===== config.mk =====
export PLATFORM = sky130hd
export DESIGN_NAME = psc_trigger_frame_sequencer_flat
export DESIGN_NICKNAME = d
export VERILOG_FILES = /design/src/rtl/psc_trigger_frame_sequencer_if.sv /design/src/rtl/psc_trigger_frame_sequencer.sv /design/src/flat_wrapper.sv
export SDC_FILE = /design/constraint.sdc
export NUM_CORES = 1
export LEC_CHECK = 0
export BUFFER_PORTS_ARGS = -buffer_cell sky130_fd_sc_hd__buf_2
export CORE_MARGIN = 2
export CORE_UTILIZATION = 53
export DETAILED_ROUTE_END_ITERATION = 10
export PLACE_DENSITY = 0.79
export SLEW_MARGIN = 20
export SYNTH_ARGS = -nofsm -noshare
export SYNTH_HDL_FRONTEND = slang
export SYNTH_SLANG_ARGS = --single-unit

===== constraint.sdc =====
create_clock -name clk -period 2.3 [get_ports clk]
set_input_delay 0.115 -clock clk [delete_from_list [all_inputs] [get_ports clk]]
set_output_delay 0.115 -clock clk [all_outputs]
set_load 0.01 [all_outputs]

===== src/rtl/psc_trigger_frame_sequencer_if.sv =====
// psc_trigger_frame_sequencer_if: byte stream from the frame sequencer to the serializer
interface psc_trigger_frame_sequencer_if;
  logic [7:0] data;
  logic       k;
  logic       valid;
  logic       ready;
  modport master(output data, k, valid, input ready);
  modport slave(input data, k, valid, output ready);
endinterface


===== src/rtl/psc_trigger_frame_sequencer.sv =====
// psc_trigger_frame_sequencer: streams ROM-held trigger or keepalive frames with a 1-deep trigger queue
module psc_trigger_frame_sequencer #(
  parameter int FRAME_LEN   = 10,
  parameter int IDLE_PERIOD = 1000,
  parameter int MIN_GAP     = 2
) (
  input  logic                                 clk,
  input  logic                                 reset,
  input  logic                                 trigger_in,
  output logic [3:0]                           rom_address,
  output logic                                 rom_is_trigger,
  input  logic [7:0]                           rom_data,
  psc_trigger_frame_sequencer_if.master        tx,
  output logic                                 busy,
  output logic                                 trigger_dropped,
  output logic [15:0]                          frame_count
);
  localparam int TW = $clog2(IDLE_PERIOD + 1);
  localparam int GW = $clog2(MIN_GAP + 1);
  localparam logic [3:0]    LAST      = 4'(FRAME_LEN - 1);
  localparam logic [TW-1:0] TIMER_MAX = TW'(IDLE_PERIOD - 1);
  localparam logic [GW-1:0] GAP_MAX   = GW'(MIN_GAP - 1);
  typedef enum logic [1:0] {IDLE, SEND, GAP} state_t;
  state_t        state, state_n;
  logic [3:0]    addr_n;
  logic          trig_n, pending, pend_n, drop_n;
  logic [TW-1:0] timer, timer_n;
  logic [GW-1:0] gap_cnt, gap_n;
  logic [15:0]   count_n;
  assign tx.valid = state == SEND;
  assign tx.data  = rom_data;
  assign tx.k     = tx.valid && (rom_address == 4'd0 || rom_address == LAST);
  assign busy     = state != IDLE;
  always_comb begin
    state_n = state;
    addr_n  = rom_address;
    trig_n  = rom_is_trigger;
    pend_n  = pending;
    timer_n = timer;
    gap_n   = gap_cnt;
    drop_n  = 1'b0;
    count_n = frame_count;
    if (state == IDLE) begin
      // a queued trigger and a fresh one together: serve one, keep the other queued
      if (trigger_in || pending) begin
        state_n = SEND;
        addr_n  = 4'd0;
        trig_n  = 1'b1;
        pend_n  = pending && trigger_in;
        timer_n = '0;
      end else if (timer == TIMER_MAX) begin
        state_n = SEND;
        addr_n  = 4'd0;
        trig_n  = 1'b0;
        timer_n = '0;
      end else
        timer_n = timer + 1'b1;
    end else begin
      if (trigger_in) begin
        pend_n = 1'b1;
        drop_n = pending;
      end
      if (state == SEND && tx.ready) begin
        addr_n  = rom_address == LAST ? 4'd0 : rom_address + 4'd1;
        state_n = rom_address == LAST ? GAP : SEND;
        gap_n   = '0;
        count_n = rom_address == LAST ? frame_count + 16'd1 : frame_count;
      end else if (state == GAP) begin
        gap_n   = gap_cnt + 1'b1;
        state_n = gap_cnt == GAP_MAX ? IDLE : GAP;
      end
    end
  end
  always_ff @(posedge clk or posedge reset) begin
    if (reset) begin
      state           <= IDLE;
      rom_address     <= 4'd0;
      rom_is_trigger  <= 1'b0;
      pending         <= 1'b0;
      timer           <= '0;
      gap_cnt         <= '0;
      trigger_dropped <= 1'b0;
      frame_count     <= 16'd0;
    end else begin
      state           <= state_n;
      rom_address     <= addr_n;
      rom_is_trigger  <= trig_n;
      pending         <= pend_n;
      timer           <= timer_n;
      gap_cnt         <= gap_n;
      trigger_dropped <= drop_n;
      frame_count     <= count_n;
    end
  end
endmodule


===== src/flat_wrapper.sv =====
// flat-port wrapper written by rule: the top's interface ports become plain ports
module psc_trigger_frame_sequencer_flat 
#(
  parameter int FRAME_LEN   = 10,
  parameter int IDLE_PERIOD = 1000,
  parameter int MIN_GAP     = 2
)
  (clk, reset, trigger_in, rom_address, rom_is_trigger, rom_data, busy, trigger_dropped, frame_count, tx_data, tx_k, tx_valid, tx_ready);
  psc_trigger_frame_sequencer_if tx_i ();
  input  logic clk;
  input  logic reset;
  input  logic trigger_in;
  output logic [3:0] rom_address;
  output logic rom_is_trigger;
  input  logic [7:0] rom_data;
  output logic busy;
  output logic trigger_dropped;
  output logic [15:0] frame_count;
  output wire logic [$bits(tx_i.data)-1:0] tx_data;
  output wire logic [$bits(tx_i.k)-1:0] tx_k;
  output wire logic [$bits(tx_i.valid)-1:0] tx_valid;
  input wire logic [$bits(tx_i.ready)-1:0] tx_ready;
  assign tx_data = tx_i.data;
  assign tx_k = tx_i.k;
  assign tx_valid = tx_i.valid;
  assign tx_i.ready = tx_ready;
  psc_trigger_frame_sequencer #(.FRAME_LEN(FRAME_LEN), .IDLE_PERIOD(IDLE_PERIOD), .MIN_GAP(MIN_GAP)) u_core (.clk(clk), .reset(reset), .trigger_in(trigger_in), .rom_address(rom_address), .rom_is_trigger(rom_is_trigger), .rom_data(rom_data), .tx(tx_i), .busy(busy), .trigger_dropped(trigger_dropped), .frame_count(frame_count));
endmodule

# After elaboration in Yosys (flattened, before gate mapping)
# Index checks and enable logic that the tools add are counted.
# W data, S select, Z words.
# classes
addsub,4
n_shift,0
n_lt_le_gt_ge,0
muxes,23
div_mod_pow,0
mul,0
eq_ne,7
n_reduce_logical,19
bitwise,1
# op_table
operator,count
$mux W10,2
$mux W4,5
$mux W2,9
$add A16 B1 Y16 const B,1
$add A10 B1 Y10 const B,1
$eq A10 B10 Y1 const B,1
$reduce_and A2 Y1,5
$reduce_bool A2 Y1,5
$mux W1,7
$add A4 B1 Y4 const B,1
$eq A2 B1 Y1 const B,2
$eq A4 B4 Y1 const B,1
$logic_not A4 Y1,1
$logic_and A1 B1 Y1,3
$ne A3 B3 Y1 const B,1
$reduce_and A3 Y1,1
$reduce_bool A3 Y1,1
$add A2 B1 Y2 const B,1
$eq A2 B2 Y1 const B,1
$logic_not A2 Y1,1
$logic_or A1 B1 Y1,2
$ne A2 B2 Y1 const B,1
$not A1 Y1,1
# word_totals
ram_bits,0
mem_bits_ro,0
reg_bits,37
latch_bits,0
input_bits,12
memories,0
elab_cells,62

# Logic depth before layout (Yosys ltp)
# Gate-level depths: netlist of the first run.
# logic_depth
ltp_word,5
ltp_mapped,8
mapped_depth_nobuf,6

# Worst setup path before layout of the first run
# OpenSTA, ideal clock, no wires.
# synth_path
path_kind,register to register
startpoint,register u_core.rom_address[1]
endpoint,register u_core.frame_count[1]
arrival_time_ns,1.598
stages_incl_launch_ff,8
n_path_buf,2
slack_ns,0.577
setup_time_ns,0.125
t_required_ns,2.175
synth_period_minus_slack_ns,1.723
path_cell_list,dfrtp_1 > inv_1 > ha_1 > and3b_1 > clkbuf_4 > and2_1 > clkbuf_1 > mux2_2
# synth_between
elab_chain_cells,2
# synth_lines
item,line,source
start: declaration,psc_trigger_frame_sequencer.sv:10,"output logic [3:0] rom_address,"
start signal: assignment,psc_trigger_frame_sequencer.sv:86,rom_address <= addr_n;
$eq A4 B4 Y1,psc_trigger_frame_sequencer.sv:67,count_n = rom_address == LAST ? frame_count + 16'd1 : frame_count;
$reduce_and A3 Y1 (no source line),--,
end signal: assignment,psc_trigger_frame_sequencer.sv:92,frame_count <= count_n;
end: declaration,psc_trigger_frame_sequencer.sv:16,output logic [15:0] frame_count
# Every way passes these cells.
# A chain may end at the register's enable or synchronous reset.

# Worst setup path in the final report of the first run
# layout_path
startpoint,register u_core.timer[0]
endpoint,register u_core.rom_address[3]
# layout_between
elab_chain_cells,3
# layout_lines
item,line,source
start: declaration,psc_trigger_frame_sequencer.sv:27,"logic [TW-1:0] timer, timer_n;"
start signal: assignment,psc_trigger_frame_sequencer.sv:89,timer <= timer_n;
$eq A10 B10 Y1,psc_trigger_frame_sequencer.sv:51,end else if (timer == TIMER_MAX) begin
$ne A3 B3 Y1 (no source line),--,
$reduce_and A2 Y1 (no source line),--,
# Every way passes these cells.

==> results of run 1 <==
## final cells by class
class                           count  share of cell area
Tap cell                           48              0.0275
Inverter                            8              0.0137
Clock buffer                        7              0.0395
Multi-Input combinational cell    130               0.406
Timing Repair Buffer               31              0.0756
Sequential cell                    37               0.424
Clock inverter                      1              0.0137
## synthesized netlist by cell type (3+ instances only)
cell type / number / area (um2)
sky130_fd_sc_hd__nand3_1: 7 / 35.0
sky130_fd_sc_hd__nor3_1: 8 / 40.0
sky130_fd_sc_hd__buf_4: 9 / 67.6
sky130_fd_sc_hd__xnor2_1: 15 / 131
sky130_fd_sc_hd__nor2b_1: 3 / 18.8
sky130_fd_sc_hd__nand2_1: 16 / 60.1
sky130_fd_sc_hd__nor2_1: 16 / 60.1
sky130_fd_sc_hd__inv_1: 8 / 30.0
sky130_fd_sc_hd__a21oi_1: 6 / 30.0
sky130_fd_sc_hd__ha_1: 6 / 75.1
sky130_fd_sc_hd__o21ai_0: 4 / 20.0
sky130_fd_sc_hd__dfrtp_1: 37 / 926
sky130_fd_sc_hd__xor2_1: 5 / 43.8
sky130_fd_sc_hd__or3_1: 3 / 18.8
sky130_fd_sc_hd__and2_1: 3 / 18.8
sky130_fd_sc_hd__nand4_1: 7 / 43.8
## power by group
part | total [mW] | internal (mW) | leakage [nW] | switching [mW]
clock network | 0.571 | 0.353 | 0.0585 | 0.218
registers | 0.892 | 0.756 | 0.489 | 0.136
logic | 0.646 | 0.290 | 0.494 | 0.356
## path summary, 6_finish.rpt
kind	cells past startpoint	slack [ps]	endpoint
max in group asynchronous	4	1510	u_core.trigger_dropped$_DFF_PP0_
hold reg to reg	1	470	u_core.frame_count[15]$_DFFE_PP0P_
min in group asynchronous	4	460	u_core.timer[5]$_DFFE_PP0P_
setup reg to reg	5	430	u_core.rom_address[3]$_DFFE_PP0P_
setup / recovery	5	430	u_core.rom_address[3]$_DFFE_PP0P_
hold / removal	2	120	u_core.trigger_dropped$_DFF_PP0_
## cells by family (layout without fill, tap and decap cells)
family,count (synthesis),count (layout),share of synthesized area
fa+ha+maj,7,7,0.0436
mux,3,3,0.0167
buf+inv,22,47,0.0706
simple gates,78,78,0.219
xor+xnor,20,20,0.0898
flops,37,37,0.475
compound gates,22,22,0.0860
## registers in the layout (all words and copies together), names as in the netlist
name,count
u_core.frame_count,16
u_core.timer,10
u_core.rom_address,4
u_core.gap_cnt,2
u_core.state,2
u_core.pending,1
u_core.rom_is_trigger,1
u_core.trigger_dropped,1
## through the flow
stage,utilization,setup slack [ps],total power [mW]
2_1_floorplan,-,577,1.41
3_3_place_gp,0.571,561,1.53
3_5_place_dp,0.571,460,1.55
4_1_cts,0.606,453,2.12
5_1_grt,0.606,360,2.25
6_report,0.606,435,2.11
## routing by layer
layer,vias up,track usage
met5,-,0
met4,0,0.104
met3,9,0.0382
met2,24,0.279
met1,650,0.235
li1,696,-
## worst max-delay path: cells and delay by family, from the launching register on
family | cells | cell delay (ps)
AO/OA/AOI/OAI | 3 | 900
adder cells (fa/ha/maj) | 1 | 250
flip-flops | 1 | 400
AND/OR/NAND/NOR | 1 | 200
## what timing repair did
item	4_1_cts	5_1_grt
hold buffers	1	0
endpoints found under the setup margin	0	0
gates resized for setup	0	0
hold endpoints to repair	37	0
==> flow_summary_export.csv, run 1 <==
group,metric,value,unit
floorplan,dieArea,4180,um2
routing,maxUsedRoutingLayer,"met4",
routing,num_vias,1379,
sta,max_clock_freq,536,MHz
finish,number_of_nets_in_the_finished_design,231,
floorplan,core-area,3610,um2
cts,h-tree-depth,2,
placement,place_hpwl,2430,um
floorplan,core.rowCount,22,
sta,rsz_0062_raised_after_global_routing,"no",
routing,drc_errors,0,
synthesis,syn_nets,207,
floorplan,die_width,64.7,um
routing,wl_met3,122,um
cts,cts_num_sinks,37,
floorplan,chipHeight,64.7,um
cts,tritoncts_clock_tree,"done",
floorplan,initial_utilization,0.541,
sta,fin_skew,9.66,ps
critical_path,category_of_the_worst_setup_path_launch_point,"register",
cts,post_cts.repair.setup_buffers,0,
placement,dpl-instance-area,2060,um2
routing,wire_length_on_met1,1620,um
placement,finalWeightedCongestion,0.823,
job,timing.max_cap.violations,0,
cts,cts_root_buf,"sky130_fd_sc_hd__clkbuf_8",
grt,grt_pass1_vias,1297,
synthesis,synth.yosys.warnings,0,
synthesis,ys_dominant_reg_cell,"sky130_fd_sc_hd__dfrtp_1",
power_and_ir_drop,power.density,966,nW/um2
synthesis,synth-async-reset-ratio,1.00,
finish,post_route_cells_drive_above_1_share,0.206,
finish,sequential_cell_area_in_the_final_layout,926,um2
synthesis,synth.yosys.seq_area_share,0.475,
sta,hold_viol_final,0,
finish,layout.cells.most_common_list,"sky130_fd_sc_hd__dfrtp_1 (37), sky130_fd_sc_hd__buf_2 (28), sky130_fd_sc_hd__nor2_1 (16), sky130_fd_sc_hd__nand2_1 (16), sky130_fd_sc_hd__xnor2_1 (15)",
routing,ant_nets,0,
power_and_ir_drop,static-leakage-power,1.04,nW
sta,maxSlewHeadroom,0.705,
sta,tightest_slew,443,ps
synthesis,post_synth_instance_area,1950,um2
synthesis,synth-seq-cells,37,
finish,finish.cell_count_without_fillers,262,
grt,initial_antenna_violation_count,0,
floorplan,io_pins,45,
cts,tritoncts.num_buffers,5,
hold_path,holdCritStartpoint,"trigger_in",
routing,drt_first_iter_violations,136,
synthesis,synthesis.instances,189,
critical_path,critical-path-max-stage-delay,400,ps
finish,final.fill_count,299,
placement,buffer_ports.inserted,28,
sta,report.final.slew_viol_count,0,
finish,leading_cell_type_in_the_layout_fill_and_taps_excluded,"sky130_fd_sc_hd__dfrtp_1",
critical_path,setup_crit_start,"u_core.timer[0]$_DFFE_PP0P_",
finish,syn_to_final_growth,12.0,%
finish,postLayoutCellArea,2180,um2
routing,drt_pass_1_iters,4,
critical_path,critical_path_arrival,2050,ps
sta,whs,124,ps
routing,routed_via_density,5.26,
critical_path,worst_r2r_startpoint,"u_core.timer[0]$_DFFE_PP0P_",
sta,setup_violations,0,
placement,dp.cells,253,
outcome,outcome,"finished clean",
critical_path,cp_max_fo,8,
routing,drt-total-wl,3420,um
sta,period_minus_slack,1870,ps
cts,ctsLongestPathBuffers,2,
synthesis,synth_area_per_cell,10.3,um2
cts,clk_transition_reported_paths,70,ps
critical_path,crit_required,2480,ps
sta,post-route-period-util,0.811,
finish,multi_input_area,887,um2
hold_path,class_of_the_tightest_hold_or_removal_check,"primary input to register",
grt,grt-ovfl-total,0,
critical_path,critPathCaptureType,"register",
synthesis,count_of_flip_flops_with_a_built_in_enable_after_synthesis,0,
critical_path,crit_chain,"ha_1 > nand4b_1 > o31ai_4 > o21ai_2 > a221o_1",
cts,insertion_delay,290,ps
grt,grt_pass1_wl,5780,um
synthesis,synthDistinctLibCells,44,
critical_path,worst-setup-path-type,"register to register",
routing,wl_per_cell,13.1,um
finish,n_antenna_cell,0,
routing,met2RoutedLength,1600,um
grt,grt_max_degree,38,
sta,totalNegativeSetupSlack,0,ps
grt,grt_util_all_layers,0.180,
critical_path,cp_slowest_cell,"sky130_fd_sc_hd__dfrtp_1",
power_and_ir_drop,ir_drop,517,uV
(Power assumes the default switching activity.)
==> run 2: changes to the inputs <==
- CORE_UTILIZATION: 53 -> 48
- PLACE_DENSITY: 0.79 -> 0.75
- clock period: 2.3 -> 1.6 ns (I/O delays scaled with it)
==> flow_summary_export.csv, run 2 (same netlist as run 1, synthesis figures left out) <==
group,metric,value,unit
finish,final_util,0.621,
finish,largest_reg_flops,16,
sta,fin_skew,4.75,ps
sta,report.final.slew_viol_count,0,
job,timing.max_cap.violations,0,
placement,finalWeightedCongestion,0.820,
power_and_ir_drop,power.density,1420,nW/um2
routing,wl_per_cell,14.3,um
sta,setup_slack,-43.0,ps
sta,period_minus_slack,1640,ps
outcome,violations,"setup timing",
finish,post_route_cells_drive_above_1_share,0.339,
critical_path,crit_end,"u_core.rom_address[2]$_DFFE_PP0P_",
sta,rsz_0062_raised_after_global_routing,"yes",
routing,routed_via_density,5.34,
floorplan,initial_utilization,0.495,
critical_path,regToRegEndpoint,"u_core.rom_address[2]$_DFFE_PP0P_",
routing,drt_first_iter_violations,72,
floorplan,core-area,3940,um2
finish,syn_to_final_growth,25.6,%
critical_path,worst-setup-path-type,"register to register",
finish,max_flop_register,"u_core.frame_count",
floorplan,die_width,67.7,um
critical_path,cp_slowest_cell,"sky130_fd_sc_hd__dfrtp_1",
hold_path,class_of_the_tightest_hold_or_removal_check,"primary input to register",
floorplan,io_pins,45,
floorplan,chipHeight,67.7,um
routing,drt-total-wl,4130,um
floorplan,core.rowCount,23,
routing,num_vias,1544,
grt,initial_antenna_violation_count,0,
cts,tritoncts_clock_tree,"done",
critical_path,setup_crit_start,"u_core.timer[0]$_DFFE_PP0P_",
critical_path,category_of_the_worst_setup_path_launch_point,"register",
cts,cts_root_buf,"sky130_fd_sc_hd__clkbuf_8",
outcome,outcome,"finished, violations left",
cts,cts_num_sinks,37,
finish,reg.largest.list,"u_core.frame_count x16, u_core.timer x10, u_core.rom_address x4",
cts,insertion_delay,300,ps
critical_path,worst_r2r_startpoint,"u_core.timer[0]$_DFFE_PP0P_",
critical_path,timing.reg2reg.setup_slack,-40,ps
critical_path,critical-path-max-stage-delay,360,ps
critical_path,critical_path_arrival,1840,ps
routing,ant_nets,0,
critical_path,crit_chain,"ha_2 > nand4b_1 > o31ai_4 > buf_6 > o221ai_1 > o2bb2ai_1",
grt,grt-ovfl-total,0,
sta,totalNegativeSetupSlack,-114,ps
finish,number_of_nets_in_the_finished_design,256,
power_and_ir_drop,static-leakage-power,1.17,nW
cts,h-tree-depth,2,
cts,clk_transition_reported_paths,80,ps
routing,drt_pass_1_iters,4,
sta,setup_violations,5,
power_and_ir_drop,ir_drop,828,uV
sta,post-route-period-util,1.03,
finish,layout.cells.most_common_list,"sky130_fd_sc_hd__dfrtp_1 (37), sky130_fd_sc_hd__buf_2 (28), sky130_fd_sc_hd__buf_4 (23), sky130_fd_sc_hd__nand2_1 (16)",
placement,place_hpwl,2700,um
sta,max_clock_freq,609,MHz
sta,tightest_slew,461,ps
sta,whs,82.1,ps
grt,grt_util_all_layers,0.193,
grt,grt_max_degree,38,
finish,n_antenna_cell,0,
grt,grt_pass1_vias,1415,
critical_path,critPathCaptureType,"register",
critical_path,r2r.worst_path.cells,6,
cts,tritoncts.num_buffers,5,
finish,leading_cell_type_in_the_layout_fill_and_taps_excluded,"sky130_fd_sc_hd__dfrtp_1",
sta,hold_viol_final,0,
floorplan,dieArea,4590,um2
critical_path,crit_required,1790,ps
routing,drc_errors,0,
grt,grt_pass1_wl,6470,um
sta,maxSlewHeadroom,0.693,
critical_path,cp_max_fo,4,
cts,ctsLongestPathBuffers,2,
placement,buffer_ports.inserted,28,
==> run 2: changes by cell type in the layout (fill, tap and decap cells not counted), moves of 2 or more <==
cell                      delta
sky130_fd_sc_hd__buf_4      +21
sky130_fd_sc_hd__buf_6       +4
sky130_fd_sc_hd__a21oi_1     -3
sky130_fd_sc_hd__ha_1        -3
sky130_fd_sc_hd__a21oi_2     +2
sky130_fd_sc_hd__ha_4        +2
==> run 2: critical path, delay by kind of cell, from the launching register on <==
family	cells	cell delay (ps)
DFF	1	360
and+or+nand+nor	1	180
buffers and inverters	1	160
AOI/OAI and AO/OA	3	650
adders and majority gates	1	190
==> run 2: through the flow <==
stage          instance area (um2)  instances  power, mW  setup slack (ps)
2_1_floorplan                 1950        189       2.03             -32.2
3_5_place_dp                  2200        273       2.41             -21.5
6_report                      2450        289       3.48             -43.0
4_1_cts                       2360        283       3.34             -35.5
5_1_grt                       2450        289       3.68              -148
3_3_place_gp                  2200        273       2.38              50.7
==> run 2: layout make-up <==
type	instances	area [um2]
clock buffers	6	82.6
clock inverters	2	37.5
fillers	341	1490
inverters	8	30.0
multi-input cells	130	943
flip-flops and latches	37	926
well taps	50	62.6
repair buffers	56	368
==> run 2: worst min-delay path by stage <==
| stage | slack [ps] | end | from | cells past startpoint |
|---|---|---|---|---|
| 3_5_place_dp | 160 | tx_data[6] | rom_data[6] | 0 |
| 4_1_cts | 80 | u_core.trigger_dropped$_DFF_PP0_ | trigger_in | 2 |
| 3_3_place_gp | 160 | tx_data[6] | rom_data[6] | 0 |
| 5_1_grt | 110 | u_core.state[1]$_DFFE_PP0P_ | tx_ready | 3 |
| 6_report | 80 | u_core.trigger_dropped$_DFF_PP0_ | trigger_in | 2 |
| 2_1_floorplan | 240 | u_core.pending$_DFFE_PP0P_ | trigger_in | 1 |
==> run 2: metal layers <==
metal  wire length (um)  GRT usage  share of wire  vias to the layer above
met5                  0          0              0                        -
li1                   -          -              -                      749
met3                154     0.0400          0.037                       14
met1               1830      0.244           0.44                      746
met2               2040      0.305           0.49                       35
met4                112      0.112          0.027                        0
==> run 2: what timing repair did <==
action,4_1_cts,5_1_grt
endpoints found under the hold margin,37,0
resized for setup,5,12
setup endpoints to repair,2,18
cloned,0,0
buffers inserted,1,6
hold buffers,1,0
pin swaps,2,6
==> run 2: power by group <==
part           switching [mW]  total (mW)  leakage [nW]  internal (mW)
sequential              0.150        1.24         0.489           1.09
combinational           0.695        1.37         0.622          0.674
clock                   0.365       0.872        0.0574          0.507
